`src/rtl/spi_reg_peripheral.sv`:
```
// SPI target with an 8-bit register file, selectable CPOL/CPHA and a registered debug readback port.
// Optional status readback on command bit6 is enabled by defining SPI_REG_STATUS_EN.
module spi_reg_peripheral #(
   parameter int ADDR_W      = 3,
   parameter int CPOL        = 0,
   parameter int CPHA        = 0,
   parameter int SYNC_STAGES = 2
) (
   input  logic              clk,
   input  logic              rst,
   input  logic              spi_sck,
   input  logic              spi_cs_n,
   input  logic              spi_mosi,
   output logic              spi_miso,
   output logic              spi_miso_oe,
   input  logic [ADDR_W-1:0] addr_in,
   output logic [7:0]        byte_out,
   output logic              wr_strobe,
   output logic [ADDR_W-1:0] wr_addr
);
   localparam int unsigned NUM_REGS = 2 ** ADDR_W;
   localparam logic        IDLE_SCK = (CPOL != 0);

   typedef enum logic [1:0] {IDLE, CMD, WR, RD} state_t;

   logic [SYNC_STAGES-1:0] sck_sync, cs_sync, mosi_sync, primed;
   logic                   sck_s, cs_s, mosi_s, sck_prev, primed_done;
   logic                   sck_edge, lead_edge, trail_edge, sample_edge, shift_edge;

   always_ff @(posedge clk or posedge rst) begin
      if (rst) begin
         sck_sync  <= {SYNC_STAGES{IDLE_SCK}};
         cs_sync   <= '1;
         mosi_sync <= '0;
         primed    <= '0;
         sck_prev  <= IDLE_SCK;
      end else begin
         sck_sync  <= {sck_sync[SYNC_STAGES-2:0], spi_sck};
         cs_sync   <= {cs_sync[SYNC_STAGES-2:0], spi_cs_n};
         mosi_sync <= {mosi_sync[SYNC_STAGES-2:0], spi_mosi};
         primed    <= {primed[SYNC_STAGES-2:0], 1'b1};
         sck_prev  <= sck_s;
      end
   end

   assign sck_s       = sck_sync[SYNC_STAGES-1];
   assign cs_s        = cs_sync[SYNC_STAGES-1];
   assign mosi_s      = mosi_sync[SYNC_STAGES-1];
   assign primed_done = primed[SYNC_STAGES-1];

   assign sck_edge    = sck_s ^ sck_prev;
   assign lead_edge   = sck_edge & (sck_s != IDLE_SCK);
   assign trail_edge  = sck_edge & (sck_s == IDLE_SCK);
   assign sample_edge = (CPHA != 0) ? trail_edge : lead_edge;
   assign shift_edge  = (CPHA != 0) ? lead_edge : trail_edge;

   state_t            state;
   logic [7:0]        regs [NUM_REGS];
   logic [6:0]        rx_shift, tx_shift;
   logic [7:0]        rx_byte, wr_data, load_byte;
   logic [2:0]        bit_cnt;
   logic [ADDR_W-1:0] addr;
   logic              armed, wr_pend, load_next, miso_q;

   assign rx_byte = {rx_shift, mosi_s};

`ifdef SPI_REG_STATUS_EN
   logic [3:0] trans_cnt, write_cnt;
   logic       status_rd;
   assign load_byte = status_rd ? {trans_cnt, write_cnt} : regs[addr];
`else
   assign load_byte = regs[addr];
`endif

   // armed is set only by a genuinely high cs_n once the synchroniser holds real
   // samples, so a frame already in progress at reset release is ignored.
   always_ff @(posedge clk or posedge rst) begin
      if (rst) begin
         state     <= IDLE;
         for (int unsigned i = 0; i < NUM_REGS; i++) regs[i] <= '0;
         rx_shift  <= '0;
         tx_shift  <= '0;
         wr_data   <= '0;
         bit_cnt   <= '0;
         addr      <= '0;
         armed     <= 1'b0;
         wr_pend   <= 1'b0;
         load_next <= 1'b0;
         miso_q    <= 1'b0;
         wr_strobe <= 1'b0;
         wr_addr   <= '0;
         byte_out  <= '0;
`ifdef SPI_REG_STATUS_EN
         trans_cnt <= '0;
         write_cnt <= '0;
         status_rd <= 1'b0;
`endif
      end else begin
         wr_strobe <= 1'b0;
         byte_out  <= regs[addr_in];
         if (wr_pend) begin
            regs[addr] <= wr_data;
            wr_strobe  <= 1'b1;
            wr_addr    <= addr;
            addr       <= addr + 1'b1;
            wr_pend    <= 1'b0;
`ifdef SPI_REG_STATUS_EN
            write_cnt  <= write_cnt + 4'd1;
`endif
         end
         if (state != IDLE && cs_s) begin
            state  <= IDLE;
            miso_q <= 1'b0;
            armed  <= 1'b1;
         end else begin
            case (state)
               IDLE: begin
                  miso_q <= 1'b0;
                  if (primed_done) begin
                     if (cs_s) begin
                        armed <= 1'b1;
                     end else if (armed) begin
                        state   <= CMD;
                        armed   <= 1'b0;
                        bit_cnt <= '0;
`ifdef SPI_REG_STATUS_EN
                        trans_cnt <= trans_cnt + 4'd1;
`endif
                     end
                  end
               end
               CMD: if (sample_edge) begin
                  rx_shift <= rx_byte[6:0];
                  bit_cnt  <= bit_cnt + 3'd1;
                  if (bit_cnt == 3'd7) begin
                     addr      <= rx_byte[ADDR_W-1:0];
                     load_next <= 1'b1;
                     state     <= rx_byte[7] ? WR : RD;
`ifdef SPI_REG_STATUS_EN
                     status_rd <= ~rx_byte[7] & rx_byte[6];
`endif
                  end
               end
               WR: if (sample_edge) begin
                  rx_shift <= rx_byte[6:0];
                  bit_cnt  <= bit_cnt + 3'd1;
                  if (bit_cnt == 3'd7) begin
                     wr_data <= rx_byte;
                     wr_pend <= 1'b1;
                  end
               end
               RD: begin
                  if (sample_edge) begin
                     bit_cnt <= bit_cnt + 3'd1;
                     if (bit_cnt == 3'd7) load_next <= 1'b1;
                  end
                  if (shift_edge) begin
                     if (load_next) begin
                        tx_shift  <= load_byte[6:0];
                        miso_q    <= load_byte[7];
                        load_next <= 1'b0;
`ifdef SPI_REG_STATUS_EN
                        if (!status_rd) addr <= addr + 1'b1;
`else
                        addr <= addr + 1'b1;
`endif
                     end else begin
                        tx_shift <= {tx_shift[5:0], 1'b0};
                        miso_q   <= tx_shift[6];
                     end
                  end
               end
               default: state <= IDLE;
            endcase
         end
      end
   end

   assign spi_miso    = miso_q;
   assign spi_miso_oe = (state != IDLE) & ~cs_s;

endmodule

```
`config.mk`:
```
export PLATFORM = sky130hd
export DESIGN_NAME = spi_reg_peripheral
export DESIGN_NICKNAME = d
export VERILOG_FILES = /design/src/rtl/spi_reg_peripheral.sv
export SDC_FILE = /design/constraint.sdc
export NUM_CORES = 1
export LEC_CHECK = 0
export CAP_MARGIN = 10
export CORE_MARGIN = 2
export CORE_UTILIZATION = 60
export DETAILED_ROUTE_END_ITERATION = 8
export PLACE_DENSITY = 0.83
export SYNTH_ARGS = -nofsm -noshare
export SYNTH_HDL_FRONTEND = slang
export SYNTH_SLANG_ARGS = --single-unit
```
`constraint.sdc`:
```
create_clock -name clk -period 4.6 [get_ports clk]
set_input_delay 0.46 -clock clk [delete_from_list [all_inputs] [get_ports clk]]
set_output_delay 0.46 -clock clk [all_outputs]
set_load 0.01 [all_outputs]
```
==> results of run 1 <==
power by group:
group / switching [mW] / internal, mW
registers: 0.0456 / 1.09
clock network: 0.510 / 0.836
logic: 0.122 / 0.0816
total: 0.678 / 2.01
kinds of logic after synthesis:
kind of cell,after synthesis
buffers and inverters,38
DFF,119
adders and majority gates,7
AOI/OAI and AO/OA,55
xor gates and xnor gates,2
muxes,122
and+or+nand+nor,75
other,1
state kept, by name (all words and copies together) (netlist names), 3 cells and up:
signal,cells
regs,64
byte_out,8
wr_data,8
rx_shift,7
tx_shift,7
addr,3
bit_cnt,3
wr_addr,3
per-stage QoR:
| step | hold slack, ns | cells |
|---|---|---|
| after detailed placement | 0.337 | 553 |
| after global routing | 0.353 | 585 |
| final | 0.349 | 585 |
| after floorplan | 0.331 | 419 |
| after global placement | 0.331 | 553 |
| after CTS | 0.347 | 585 |
area by class of cell:
cell class / count / area [um^2]
clock buffer: 17 / 414
multi-input combinational: 262 / 2640
sequential: 119 / 2980
clock inverter: 15 / 190
fill: 631 / 2910
inverter: 14 / 55.1
tap: 133 / 166
timing repair buffer: 25 / 240
routing by layer:
metal	routed length, um	up-vias	share of wire, %	track usage, %
li1	-	1623	-	-
met1	5170	1911	42	35.5
met2	6230	145	50	41.2
met3	699	31	5.6	8.00
met4	274	0	2.2	10.7
met5	0	-	0	0
cell usage in the layout (no fill, tap or decap), drive strengths merged, types with 3 or more instances in the layout:
cell type and instances:
nor2b 4, nand2 24, clkinvlp 4, clkdlybuf4s50 21, buf 4, a31oi 4
mux4 26, o21ai 20, and3 6, a221oi 4, o211a 4, mux2i 5
dfrtp 117, nor3 4, bufinv 3, inv 20, ha 7, a21oi 10
nor2 11, clkbuf 17, mux2 91, nand4 4, nand3 8
how the worst min path moves through the flow:
stage	cells after the start	endpoint	slack [ns]
4_1_cts	1	cs_sync[0]	0.35
3_5_place_dp	0	sck_sync[1]	0.34
3_3_place_gp	0	primed[1]	0.33
6_report	0	sck_sync[1]	0.35
2_1_floorplan	0	mosi_sync[1]	0.33
5_1_grt	1	cs_sync[0]	0.35
==> summary.txt, run 1 <==
Routing
  • Vias post-DR: 3710
  • Vias/cell: 6.34
  • Total routed wirelength: 12400 um
  • Detail Route Antenna Nets: 0
  • Post-DR wirelength/cell: 21.2 um
  • DR pass1 iterations: 6
  • Residual DRC count: 0
  • Starting DRC count in detailed routing: 265

Yosys
  • Mapped Area: 5850 um^2
  • Leading cell types by total area after synthesis: dfrtp_1 50%, mux2_2 16%, mux4_2 9.2%
  • Ys Warns: 0
  • Largest family of logic cells by synthesized area: multiplexers
  • Async SR Flop Fraction: 100%
  • Post-Syn Instances: 419
  • Unique cell type count in the Yosys netlist: 59
  • Post-synth EDFFs: 0
  • Most frequent cell after synthesis: dfrtp_1
  • Synth Area in Compound Gates: 6.20%
  • Fraction of the mapped netlist area in simple logic gates: 8.00%
  • Syn_area_per_cell: 14.0 um^2
  • Register area share after synthesis: 51.0%
  • Synth top cells by count: 117 x dfrtp_1, 83 x mux2_2, 24 x mux4_2
  • Synth area leader: dfrtp_1
  • Syn_nets: 434
  • Flop and latch count out of synthesis: 119
  • Top-area cell type share of the netlist area: 50.1%
  • Fraction of the mapped netlist area in adder cells: 1.50%
  • Primary FF master, synth: dfrtp_1
  • Mux share of post-synthesis cell area: 29.0%
  • Post-Synth XOR/XNOR Area: 0.300%

Critical path
  • End of the worst register-to-register path: regs[18]
  • Reg2reg start: addr[2]
  • Crit path buf inv count: 2
  • Max FO, Critical Path: 11
  • Cell count along the critical path: 4
  • Worst path max stage delay: 0.56 ns
  • Critical-path cell list: inv_1 -> ha_1 -> nor2_1 -> clkdlybuf4s50_1
  • Startpoint types: flop
  • Crit Path Category: reg -> out
  • FF-to-FF setup slack: 2.28 ns
  • Slowest CP cell: clkdlybuf4s50_1
  • Crit path from: state[0]
  • Crit. End Element: primary output
  • Worst setup path end: spi_miso_oe
  • Top delay family on crit path: buffers and inverters
  • Worst path required time: 4.14 ns
  • R2R depth: 3
  • Critical path data arrival time: 2.08 ns

Timing
  • Final hold viol count: 0
  • Highest Clock Rate: 394 MHz
  • Worst Clk Skew: 0.00721 ns
  • Final setup violation count: 0
  • Period utilization: 55.2%
  • Final max-slew violation count: 0
  • Slew margin rel.: 28.3%
  • RSZ-0062 raised after global routing: no
  • Fin Setup TNS: 0 ns
  • Pin slew with the least headroom to its limit: 1.07 ns
  • Tmin final: 2.54 ns
  • Final worst-path setup slack: 2.06 ns

Min path
  • Hold_sp: sck_sync[0]
  • Hold Crit Class: reg -> reg

Pwr
  • LEAKAGE: 3.14 nW
  • Cell Pwr Density: 402 nW/um^2
  • VDD IR-drop max: 0.203 mV
  • Pwr Total: 2.69 mW

Floorplan
  • Die ar.: 10600 um^2
  • IO Count: 22
  • Die Ht: 103 um
  • Initial Util: 61.0%
  • Core Area: 9590 um^2
  • Die width: 103 um
  • FP Rows: 36

Clock tree
  • Hold_buf cts: 0
  • Total CTS buffers: 17
  • H-tree lvl count: 4
  • Clk Latency, worst-skew pair: 0.53 ns
  • Worst-path clk slew: 0.06 ns
  • CTS root buffer: clkbuf_8
  • Post-CTS setup buffer count: 0
  • CTS tree: built
  • Post-CTS sizing: 0
  • Maximum clock insertion buffer count: 2
  • TritonCTS sink count: 119

Global route
  • Pin count of the biggest net entering global routing: 53
  • Gr usage total: 26.6%
  • Overflow after GRT: 0
  • Initial antenna violation count: 0
  • Global-route wire length before repair: 20400 um
  • Vias in the first global route: 3833

Place
  • Final HPWL DP: 7830 um
  • Port Buffers: 21
  • Dpl ws: 1.92 ns
  • Area after DPL: 6080 um^2
  • Routability cong.: 0.839

Flow run
  • MaxCap Viol Count: 0

Layout
  • Final instance area: 6680 um^2
  • Ant diodes: 0
  • Fin util: 69.7%
  • Area grow syn2layout: 14.3%
  • Layout cell share with drive strength beyond 1: 36.5%
  • Fin nets: 454

Outcome
  • Status: finished, final reports clean
(Power assumes the default switching activity.)
==> run 2, diff against run 1 <==
--- a/config.mk
+++ b/config.mk
@@ -7,9 +7,9 @@
 export LEC_CHECK = 0
 export CAP_MARGIN = 10
 export CORE_MARGIN = 2
-export CORE_UTILIZATION = 60
+export CORE_UTILIZATION = 55
 export DETAILED_ROUTE_END_ITERATION = 8
-export PLACE_DENSITY = 0.83
+export PLACE_DENSITY = 0.8
 export SYNTH_ARGS = -nofsm -noshare
 export SYNTH_HDL_FRONTEND = slang
 export SYNTH_SLANG_ARGS = --single-unit
==> constraint.sdc (replaced) <==
create_clock -name clk -period 2.25 [get_ports clk]
set_input_delay 0.225 -clock clk [delete_from_list [all_inputs] [get_ports clk]]
set_output_delay 0.225 -clock clk [all_outputs]
set_load 0.01 [all_outputs]
==> run 2 against run 1 <==
Design area rose by 2.7%. Utilization fell by 3.2 points. Sequential power is 100% higher. First-iteration DRC count grew 9.4%. Setup slack worse by 1.9 ns. Critical path depth increased by 1.
==> summary.txt, run 2 (synthesis results as in run 1) <==
Outcome
  • Status: finished, final reports clean

Pwr
  • Cell Pwr Density: 817 nW/um^2
  • Sw Ratio: 22.3%
  • Net Switching: 1.25 mW
  • Gate power share: 7.7%
  • Seq pwr share: 41.4%
  • Clock share of power: 51.0%
  • Int Pwr: 4.36 mW
  • LEAKAGE: 3.25 nW
  • VDD IR-drop max: 0.400 mV

Place
  • Routability cong.: 0.815
  • Port Buffers: 21
  • Dpl ws: 0.128 ns
  • Final HPWL DP: 8340 um
  • Area after DPL: 6230 um^2
  • Post-placement cell count: 570

Critical path
  • Crit path from: state[0]
  • Worst setup path end: rx_shift[0]
  • Crit. End Element: flop
  • Worst path max stage delay: 0.44 ns
  • Critical-path cell list: inv_1 -> ha_2 -> nand2b_1 -> and3_1 -> mux2_2
  • Crit Path Category: reg -> reg
  • Max FO, Critical Path: 11
  • Slowest CP cell: and3_1
  • Top delay family on crit path: simple AND/OR/NAND/NOR gates
  • R2R depth: 5
  • End of the worst register-to-register path: rx_shift[0]
  • FF-to-FF setup slack: 0.15 ns
  • Cell count along the critical path: 5
  • Worst path required time: 2.67 ns
  • Reg2reg start: state[0]
  • Critical path data arrival time: 2.51 ns
  • Crit path buf inv count: 1
  • Startpoint types: flop

Clock tree
  • CTS root buffer: clkbuf_8
  • H-tree lvl count: 4
  • Maximum clock insertion buffer count: 2
  • TritonCTS sink count: 119
  • Post-CTS setup buffer count: 0
  • CTS tree: built
  • Total CTS buffers: 17
  • Worst-path clk slew: 0.05 ns
  • Clk Latency, worst-skew pair: 0.53 ns

Floorplan
  • Initial Util: 56.6%
  • Die Ht: 107 um
  • Die width: 107 um
  • FP Rows: 37
  • IO Count: 22
  • Die ar.: 11500 um^2
  • Core Area: 10300 um^2

Timing
  • Final max-slew violation count: 0
  • Final hold viol count: 0
  • Pin slew with the least headroom to its limit: 0.579 ns
  • Final setup violation count: 0
  • Final worst-path setup slack: 0.154 ns
  • RSZ-0062 raised after global routing: no
  • Worst Clk Skew: 0.0112 ns
  • Highest Clock Rate: 477 MHz
  • Tmin final: 2.10 ns
  • Fin Setup TNS: 0 ns
  • Period utilization: 93.2%
  • Slew margin rel.: 61.4%

Flow run
  • MaxCap Viol Count: 0

Routing
  • Post-DR wirelength/cell: 21.6 um
  • DR pass1 iterations: 6
  • Starting DRC count in detailed routing: 290
  • Residual DRC count: 0
  • Vias/cell: 6.22
  • Vias post-DR: 3746
  • Total routed wirelength: 13000 um
  • Detail Route Antenna Nets: 0

Global route
  • Pin count of the biggest net entering global routing: 73
  • Vias in the first global route: 3943
  • Initial antenna violation count: 0
  • Gr usage total: 25.1%
  • Overflow after GRT: 0
  • Global-route wire length before repair: 21200 um

Layout
  • Most frequent cells in the layout: 117 x dfrtp_1, 83 x mux2_2, 24 x mux4_2
  • Most common cell after layout, fill and taps aside: dfrtp_1
  • Biggest regs: regs: 64 flops, byte_out: 8 flops, wr_data: 8 flops
  • Final Non-Filler Cells: 602
  • Final instance area: 6860 um^2
  • Filler instances: 684
  • Max reg flops: 64
  • Layout cell share with drive strength beyond 1: 38.2%
  • Area grow syn2layout: 17.3%
  • Largest Register: regs
  • Ant diodes: 0
  • Fin nets: 468
  • Fin util: 66.5%

Min path
  • Hold Crit Class: in -> reg
==> run 2: cell count changes in the layout (fill, tap and decap cells not counted) <==
cell             delta
clkbuf_8            +5
clkinv_2            +3
clkinvlp_4          -2
buf_12              +3
clkdlybuf4s50_1     -1
ha_2                +1
buf_4              +11
clkbuf_1            +2
ha_1                -1
dlygate4sd2_1       +1
inv_6               -6
bufinv_16           +1
inv_4               -1
clkinv_4            -2
==> run 2: layout make-up <==
class	count	area [um^2]	share of cell area (%)
sequential	119	2980	43.4
multi-input combinational	262	2640	38.5
clock buffer	24	490	7.15
timing repair buffer	39	382	5.56
tap	136	170	2.48
clock inverter	8	143	2.08
inverter	14	56.3	0.821
==> run 2: metrics by stage <==
stage	hold slack, ns	power [mW]
floorplan	0.229	2.66
global placement	0.333	2.75
detailed placement	0.335	2.78
CTS	0.0926	5.63
global route	0.0987	5.80
finish	0.101	5.61
==> run 2: how the worst min path moves through the flow <==
| stage | startpoint | to | slack (ns) | cells past startpoint |
|---|---|---|---|---|
| after floorplan | spi_cs_n | cs_sync[0] | 0.23 | 0 |
| after global placement | primed[0] | primed[1] | 0.33 | 0 |
| after detailed placement | mosi_sync[0] | mosi_sync[1] | 0.33 | 0 |
| after CTS | spi_cs_n | cs_sync[0] | 0.09 | 1 |
| after global routing | spi_cs_n | cs_sync[0] | 0.1 | 1 |
| final | spi_cs_n | cs_sync[0] | 0.10 | 1 |
==> run 2: routing by layer <==
metal	part of all wire, %	global-route usage, %
met5	0	0
met4	3.7	13.3
met3	5.6	6.26
met2	47	37.7
met1	43	33.9
==> run 2: power by group through the flow <==
stage / registers [mW] / logic (mW) / clock network, mW
2_1_floorplan: 2.32 / 0.337 / 0
3_3_place_gp: 2.34 / 0.410 / 0
3_5_place_dp: 2.35 / 0.427 / 0
4_1_cts: 2.32 / 0.433 / 2.88
5_1_grt: 2.33 / 0.481 / 2.99
6_report: 2.32 / 0.430 / 2.86
==> run 2: timing repair <==
action                                 CTS  global route
resized for setup                        2             0
endpoints found under the hold margin    0             0
setup endpoints to repair                1             0
hold buffers                             0             0
==> run 3, diff against run 2 <==
--- a/config.mk
+++ b/config.mk
@@ -7,9 +7,9 @@
 export LEC_CHECK = 0
 export CAP_MARGIN = 10
 export CORE_MARGIN = 2
-export CORE_UTILIZATION = 55
+export CORE_UTILIZATION = 35
 export DETAILED_ROUTE_END_ITERATION = 8
-export PLACE_DENSITY = 0.8
+export PLACE_DENSITY = 0.57
 export SYNTH_ARGS = -nofsm -noshare
 export SYNTH_HDL_FRONTEND = slang
 export SYNTH_SLANG_ARGS = --single-unit
==> run 3 against run 2 <==
Design area grew 1.5%. Total power about the same. Global-route usage is 9.2 points lower. Die area increased by 55%. Combinational power is 3% higher. Non-clock buffer count decreased by 3. Clock skew increased by 0.0017 ns.
==> summary.txt, run 3 (synthesis results as in run 1) <==
Clock tree
  • TritonCTS sink count: 119
  • CTS tree: built
  • CTS root buffer: clkbuf_16
  • Worst-path clk slew: 0.05 ns
  • Maximum clock insertion buffer count: 2
  • Total CTS buffers: 17
  • Clk Latency, worst-skew pair: 0.42 ns
  • H-tree lvl count: 4

Layout
  • Fin nets: 465
  • Final instance area: 6970 um^2
  • Layout cell share with drive strength beyond 1: 37.4%
  • Fin util: 42.3%
  • Most common cell after layout, fill and taps aside: dfrtp_1
  • Biggest regs: regs: 64 flops, byte_out: 8 flops, wr_data: 8 flops
  • Max reg flops: 64
  • Largest Register: regs
  • Ant diodes: 0
  • Most frequent cells in the layout: 117 x dfrtp_1, 83 x mux2_2, 24 x mux4_2
  • Area grow syn2layout: 19.1%

Global route
  • Initial antenna violation count: 0
  • Global-route wire length before repair: 21400 um
  • Gr usage total: 15.9%
  • Overflow after GRT: 0
  • Vias in the first global route: 3744
  • Pin count of the biggest net entering global routing: 73

Pwr
  • Pwr Total: 5.61 mW
  • VDD IR-drop max: 0.509 mV
  • LEAKAGE: 3.24 nW
  • Cell Pwr Density: 805 nW/um^2

Timing
  • Worst Clk Skew: 0.0128 ns
  • Slew margin rel.: 58.8%
  • Tmin final: 2.09 ns
  • Final worst-path setup slack: 0.163 ns
  • Highest Clock Rate: 479 MHz
  • Final hold viol count: 0
  • Period utilization: 92.8%
  • RSZ-0062 raised after global routing: no
  • Final setup violation count: 0
  • Pin slew with the least headroom to its limit: 0.616 ns
  • Final max-slew violation count: 0
  • Fin Setup TNS: 0 ns

Critical path
  • Slowest CP cell: clkdlybuf4s50_1
  • Crit. End Element: primary output
  • Max FO, Critical Path: 11
  • Startpoint types: flop
  • Critical-path cell list: inv_1 -> ha_2 -> nor2_1 -> clkdlybuf4s50_1
  • Crit Path Category: reg -> out
  • Critical path data arrival time: 1.86 ns
  • Worst path required time: 2.03 ns
  • Worst path max stage delay: 0.56 ns
  • Crit path buf inv count: 2
  • Top delay family on crit path: buffers and inverters

Floorplan
  • Core Area: 16500 um^2
  • FP Rows: 47
  • IO Count: 22
  • Die ar.: 17800 um^2
  • Initial Util: 35.5%
  • Die width: 133 um
  • Die Ht: 133 um

Place
  • Port Buffers: 21
  • Dpl ws: 0.189 ns
  • Final HPWL DP: 8460 um
  • Area after DPL: 6350 um^2
  • Routability cong.: 0.780

Min path
  • Hold Crit Class: in -> reg

Routing
  • Post-DR wirelength/cell: 19.3 um
  • DR pass1 iterations: 4
  • Total routed wirelength: 13200 um
  • Detail Route Antenna Nets: 0
  • Starting DRC count in detailed routing: 296
  • Vias post-DR: 3663
  • Residual DRC count: 0
  • Vias/cell: 5.36

Flow run
  • MaxCap Viol Count: 0

Outcome
  • Status: finished, final reports clean
-- run 3: cell types whose count changed in the layout (fill, tap and decap cells not counted) --
| cell | delta |
|---|---|
| buf_4 | -6 |
| clkbuf_8 | -4 |
| buf_12 | +3 |
| clkbuf_1 | +2 |
| clkbuf_16 | +1 |
| clkdlybuf4s50_1 | +1 |
| clkinv_2 | +1 |
| clkinv_4 | +1 |
| clkinvlp_4 | -1 |
| dlygate4sd2_1 | -1 |
-- run 3: report_power, final --
| part | switching (mW) | internal (mW) |
|---|---|---|
| sequential | 0.0897 | 2.24 |
| combinational | 0.253 | 0.190 |
| clock | 0.935 | 1.90 |
| total | 1.28 | 4.33 |
-- run 3: repair_timing --
item	CTS	global route
hold buffers	0	0
endpoints found under the setup margin	0	2
resized for setup	0	1
buffers inserted	0	0
-- run 3: area by class of cell --
type                    instances  area [um^2]
clock inverters                 9          149
inverters                      14         56.3
well taps                     220          275
multi-input cells             262         2640
clock buffers                  23          468
flip-flops and latches        119         2980
repair buffers                 36          398
fillers                      1532         9500
-- run 3: path summary, 6_finish.rpt --
path	startpoint	endpoint	slack (ns)	depth (start not counted)
min in group asynchronous	rst	rx_shift[3]	0.27	3
worst min register to register	sck_sync[0]	sck_sync[1]	0.35	0
worst max-delay path	state[0]	spi_miso_oe	0.16	4
worst max register to register	state[0]	rx_shift[5]	0.24	5
max in group asynchronous	rst	regs[49]	1.61	3
worst min-delay path	spi_cs_n	cs_sync[0]	0.22	1
-- run 3: worst reg2reg max path: cells and delay by family (launching register included) --
kind          cells  cell delay, ns
simple gates      2            0.70
fa+ha+maj         1            0.29
flops             1            0.41
buf+inv           1            0.12
mux               1            0.39
-- run 3: routing by layer --
layer,wire length (um),up-vias,track usage (%)
met5,0,-,0
met4,131,0,5.32
met2,6380,81,24.9
met1,6170,1939,21.6
met3,487,11,4.26
li1,-,1632,-
-- run 3: stage by stage --
step	hold WS (ns)	instances
floorplan	0.229	419
global placement	0.331	651
detailed placement	0.336	651
CTS	0.199	683
global route	0.221	683
finish	0.219	683
